===== config.mk =====
export PLATFORM = sky130hd
export DESIGN_NAME = logic16_arbiter
export DESIGN_NICKNAME = d
export VERILOG_FILES = /design/src/rtl/logic16_arbiter.sv
export SDC_FILE = /design/constraint.sdc
export NUM_CORES = 1
export LEC_CHECK = 0
export CAP_MARGIN = 0
export CORE_UTILIZATION = 47
export DETAILED_ROUTE_END_ITERATION = 8
export GPL_ROUTABILITY_DRIVEN = 0
export HOLD_SLACK_MARGIN = 0.15
export PLACE_DENSITY_LB_ADDON = 0.08
export SYNTH_ARGS = -nofsm -noshare
export SYNTH_HDL_FRONTEND = slang
export SYNTH_SLANG_ARGS = --single-unit
export TNS_END_PERCENT = 10

===== constraint.sdc =====
create_clock -name clk -period 8.55 [get_ports clk]
set_input_delay 2.565 -clock clk [delete_from_list [all_inputs] [get_ports clk]]
set_output_delay 2.565 -clock clk [all_outputs]
set_load 0.005 [all_outputs]

===== src/rtl/logic16_arbiter.sv =====
// logic16_arbiter: four requesters share one bitwise OR/AND/XOR/NOR unit
// under round-robin arbitration. The result is registered and presented with
// its requester id and opcode on a single valid/ready result port.
module logic16_arbiter #(
    parameter int N_REQ = 4,
    parameter int W     = 16,
    parameter int CNT_W = 16
) (
    input  logic                 clk,
    input  logic                 rst,
    input  logic [N_REQ-1:0]     req_valid,
    output logic [N_REQ-1:0]     req_ready,
    input  logic [2*N_REQ-1:0]   req_op,
    input  logic [W*N_REQ-1:0]   req_a,
    input  logic [W*N_REQ-1:0]   req_b,
    output logic                 res_valid,
    input  logic                 res_ready,
    output logic [W-1:0]         res_data,
    output logic [1:0]           res_id,
    output logic [1:0]           res_op,
    output logic [CNT_W-1:0]     done_cnt
);

    typedef enum logic {
        EMPTY = 1'b0,
        FULL  = 1'b1
    } state_t;

    state_t      state;
    logic [1:0]  rr_ptr;
    logic [1:0]  grant;
    logic        any_valid;
    logic        can_accept;
    logic        xfer;
    logic        deliver;
    logic [1:0]  grant_op;
    logic [W-1:0] grant_a;
    logic [W-1:0] grant_b;

    // Bitwise operation selected by the 2-bit opcode.
    function automatic logic [W-1:0] logic_op(input logic [1:0] op,
                                              input logic [W-1:0] a,
                                              input logic [W-1:0] b);
        logic [W-1:0] r;
        case (op)
            2'b00:   r = a | b;
            2'b01:   r = a & b;
            2'b10:   r = a ^ b;
            default: r = ~(a | b);
        endcase
        return r;
    endfunction

    assign any_valid  = |req_valid;
    assign deliver    = res_valid && res_ready;
    // The output register can take a new result when empty or when the held
    // result leaves in this same cycle, giving one result per cycle.
    assign can_accept = (state == EMPTY) || deliver;
    // Nothing is accepted while reset is held.
    assign xfer       = any_valid && can_accept && !rst;

    // Round-robin search: first valid requester at or after rr_ptr, mod 4.
    always_comb begin : arb
        logic       found;
        logic [1:0] idx;
        grant = rr_ptr;
        found = 1'b0;
        idx   = rr_ptr;
        for (int k = 0; k < N_REQ; k++) begin
            idx = rr_ptr + 2'(k);
            if (!found && req_valid[idx]) begin
                grant = idx;
                found = 1'b1;
            end
        end
    end

    // Only the granted requester sees ready, and only when a transfer happens.
    always_comb begin
        req_ready = '0;
        if (xfer) begin
            req_ready[grant] = 1'b1;
        end
    end

    // Operand and opcode steering for the granted requester.
    always_comb begin
        grant_op = req_op[2*int'(grant) +: 2];
        grant_a  = req_a[W*int'(grant) +: W];
        grant_b  = req_b[W*int'(grant) +: W];
    end

    // Output FSM: load on transfer, drain on delivery, hold under backpressure.
    always_ff @(posedge clk or posedge rst) begin
        if (rst) begin
            state     <= EMPTY;
            res_valid <= 1'b0;
            res_data  <= '0;
            res_id    <= '0;
            res_op    <= '0;
            rr_ptr    <= '0;
        end else begin
            case (state)
                EMPTY: begin
                    if (xfer) begin
                        state     <= FULL;
                        res_valid <= 1'b1;
                        res_data  <= logic_op(grant_op, grant_a, grant_b);
                        res_id    <= grant;
                        res_op    <= grant_op;
                        rr_ptr    <= grant + 2'd1;
                    end
                end
                FULL: begin
                    if (xfer) begin
                        res_valid <= 1'b1;
                        res_data  <= logic_op(grant_op, grant_a, grant_b);
                        res_id    <= grant;
                        res_op    <= grant_op;
                        rr_ptr    <= grant + 2'd1;
                    end else if (deliver) begin
                        state     <= EMPTY;
                        res_valid <= 1'b0;
                    end
                end
                default: begin
                    state     <= EMPTY;
                    res_valid <= 1'b0;
                end
            endcase
        end
    end

    // Wrapping count of results handed to the consumer.
    always_ff @(posedge clk or posedge rst) begin
        if (rst) begin
            done_cnt <= '0;
        end else if (deliver) begin
            done_cnt <= done_cnt + 1'b1;
        end
    end

endmodule

==> results.yml <==
outcome:
  status: "finished, violations left"
  violations: "design-rule violations"
setup_path:
  path_cells: "clkdlybuf4s50_1 > o41ai_1 > a21oi_2 > and2_1 > clkdlybuf4s50_1"
  cp.buffers_inverters: 2
  rrSetupSlack_ps: 4980
  cpMaxStageDelayCell: "o41ai_1"
  path_delay_family: "compound AO/OA/AOI/OAI gates"
  worstPathArrival_ps: 4970
  worstSetupPathType: "input pin to primary output"
  crit_start: "req_valid[3]"
  cp_num_cells: 5
  path_common_cell: "clkdlybuf4s50_1"
  slowest_delay_ps: 890
  critPathLaunchType: "input pin"
  endpoint_kind: "primary output"
  required_ps: 5990
  r2r_end: "res_data[13]$_DFFE_PP0P_"
  reg2reg_from: "rr_ptr[0]$_DFFE_PP0P_"
  cp_max_fo: 15
  reg2reg_depth: 13
  crit_path_end: "req_ready[2]"
global_routing:
  grt-busiest-layer: "met2"
  grt_pass1_wl_mm: 22.11
  grt_util_met2_pct: 50.43
  met1_usage_pct: 34.80
  use_met3_pct: 5.798
  grt_max_degree: 64
  grt_antenna_before_repair: 0
  grt_usage_pct: 28.44
  grt_remaining_overflow: 0
  grt_pass1_vias: 4709
drt:
  wl_per_cell_um: 15.60
  wirelength_mm: 13.90
  routed_via_density: 5.655
  drt_iter0_markers: 321
  vias: 5039
  postRouteAntennaNets: 0
  route.detailed.drc: 8
  firstDrtPassIters: 7
pwr:
  irDropWorstVdd_mv: 0.1940
  power_leakage_nw: 2.692
  power_mw: 1.776
  power_density_nw_per_um2: 282.8
timing:
  rsz0062_at_grt: "no"
  finalCritPeriodShare_pct: 88.13
  hold_viol_final: 0
  hold_ws_ps: 487.6
  max_slew_margin_pct: 37.10
  final-max-slew-violation-count: 0
  fin_crit_ps: 7535
  final.setup.worst_slack_ps: 1015
  worst_pin_slew_ps: 931.4
  setup-violations-final: 0
  setup_tns_ps: 0
  skew_ps: 8.084
  fmax_mhz: 132.7
synth:
  yosysUniqueCellTypes: 51
  synth_ff_type: "dfrtp_1"
  synth_edf_count: 0
  synth_top_area_cell: "dfrtp_1"
  synth.avg_cell_area_um2: 6.950
  yosysWarnings: 0
  seq_area_frac_synth_pct: 23.08
  async_flop_share_pct: 100.0
  synth_area_leaders: "dfrtp_1 (23%), nand2_1 (13%), ha_1 (11%)"
  syn_nets: 804
  ys_ff_latch: 40
  syn-cell-area_um2: 4337
  synthDominantCellAreaShare_pct: 23.08
  netlist_instances: 624
flow_run:
  max_cap_violations: 0
clock_network:
  numCtsBuffers: 5
  cts_resized: 0
  clockBufferDepth: 2
  clk_latency_ps: 290
  postCtsSetupRepairBufs: 0
  htree_levels: 2
  cts.clk_slew.worst_paths_ps: 80
  clockRootBuffer: "clkbuf_8"
  cts_tree: "done"
  clock_sinks: 40
  hold_buffers: 0
cells_and_area:
  areaGrowthSynthToFinish_pct: 44.81
  final_cell_mix: "clkdlybuf4s50_1 (183), nand2_1 (153), a21oi_1 (68), dfrtp_1 (40)"
  drive_above_1_share_pct: 6.003
  finalNonFillerCells: 891
  nNetsFinal: 962
  final_area_um2: 6280
  antenna_cells: 0
  layout_commonest_cell: "clkdlybuf4s50_1"
  utilization_pct: 71.31
floorplan:
  io_pins: 184
  design.core.area_um2: 8806
  die_w_um: 98.06
  dieArea_um2: 9615
  die_y_um: 98.06
  fp-row-count: 34
  start_util_pct: 49.25
placed_design:
  pre_cts_ws_ps: 1012
  dp_hpwl_mm: 10.76
  placed_cells: 883
  port-buffer-count: 183
  placed_cell_area_um2: 6165
worst_hold_path:
  hold_path_class: "register to register"
## worst register-to-register path, cell delays in order, from the launching register on
cell and delay (ps):
dfrtp_1 430, nor3b_1 180, nor3_2 420, nor3_4 140, inv_2 120, buf_4 510, nand2_1 130, a21oi_1 220
or2_2 190, inv_1 50, ha_1 290, or4_1 520, o2111ai_1 90, a41oi_1 140
## kinds of logic after synthesis
logic type | synth area share, %
AND/OR/NAND/NOR | 33.87
adder cells (fa/ha/maj) | 10.68
flip-flops | 23.08
buffers and inverters | 7.848
XOR/XNOR | 3.029
AO/OA/AOI/OAI | 21.24
multiplexers | 0.2596
## cell usage after synthesis, types with 2 or more instances
| cell type | instances |
|---|---|
| a21oi_1 | 69 |
| nand3b_1 | 13 |
| nor3_1 | 5 |
| buf_2 | 14 |
| buf_6 | 3 |
| o21ai_1 | 15 |
| dfrtp_1 | 40 |
| buf_4 | 3 |
| o21ai_0 | 21 |
| inv_2 | 8 |
| inv_1 | 31 |
| o211ai_1 | 2 |
| and2_1 | 5 |
| xor2_1 | 5 |
| o2111ai_1 | 15 |
| or2_1 | 6 |
| nor2_1 | 37 |
| or2_2 | 10 |
| nor3_2 | 2 |
| nand4_1 | 5 |
| clkbuf_1 | 13 |
| nand2_1 | 153 |
| and3_1 | 6 |
| nand3_1 | 24 |
| nor2b_1 | 16 |
| buf_1 | 5 |
| a41oi_1 | 13 |
| ha_1 | 37 |
| xnor2_1 | 10 |
| o31ai_2 | 4 |
| or4_1 | 13 |
| o32a_1 | 2 |
## layer usage
metal  up-vias  wire (um)
li1       2459          -
met1      2331       5914
met2       230       6702
met3        19       1043
met4         0        242
met5         -          0
## layout make-up
cell class,count,area (um2)
multi-input cells,507,3005
fillers,723,2526
repair buffers,189,1877
flip-flops and latches,40,1001
inverters,39,146.4
well taps,108,135.1
clock buffers,5,68.82
clock inverters,3,46.29
## report_power, final
part / internal (mW) / switching, mW
Clock: 0.0880 / 0.0715
Combinational: 0.574 / 0.736
Sequential: 0.252 / 0.0541
## worst min path at each step
| stage | from | endpoint | slack [ps] | cells after the start |
|---|---|---|---|---|
| global route | done_cnt[15]$_DFFE_PP0P_ | done_cnt[15]$_DFFE_PP0P_ | 510 | 1 |
| CTS | done_cnt[8]$_DFFE_PP0P_ | done_cnt[8]$_DFFE_PP0P_ | 500 | 1 |
| floorplan | done_cnt[15]$_DFFE_PP0P_ | done_cnt[15]$_DFFE_PP0P_ | 470 | 1 |
| detailed placement | done_cnt[8]$_DFFE_PP0P_ | done_cnt[8]$_DFFE_PP0P_ | 490 | 1 |
| global placement | done_cnt[15]$_DFFE_PP0P_ | done_cnt[15]$_DFFE_PP0P_ | 460 | 1 |
| finish | done_cnt[15]$_DFFE_PP0P_ | done_cnt[15]$_DFFE_PP0P_ | 490 | 1 |
## registers in the layout, indices dropped and copies added, names as in the netlist
register	flops
done_cnt	16
res_data	16
res_valid	1
rr_ptr	2
res_op	2
res_id	2
state	1
No activity file was read; power rests on OpenSTA's default activity.
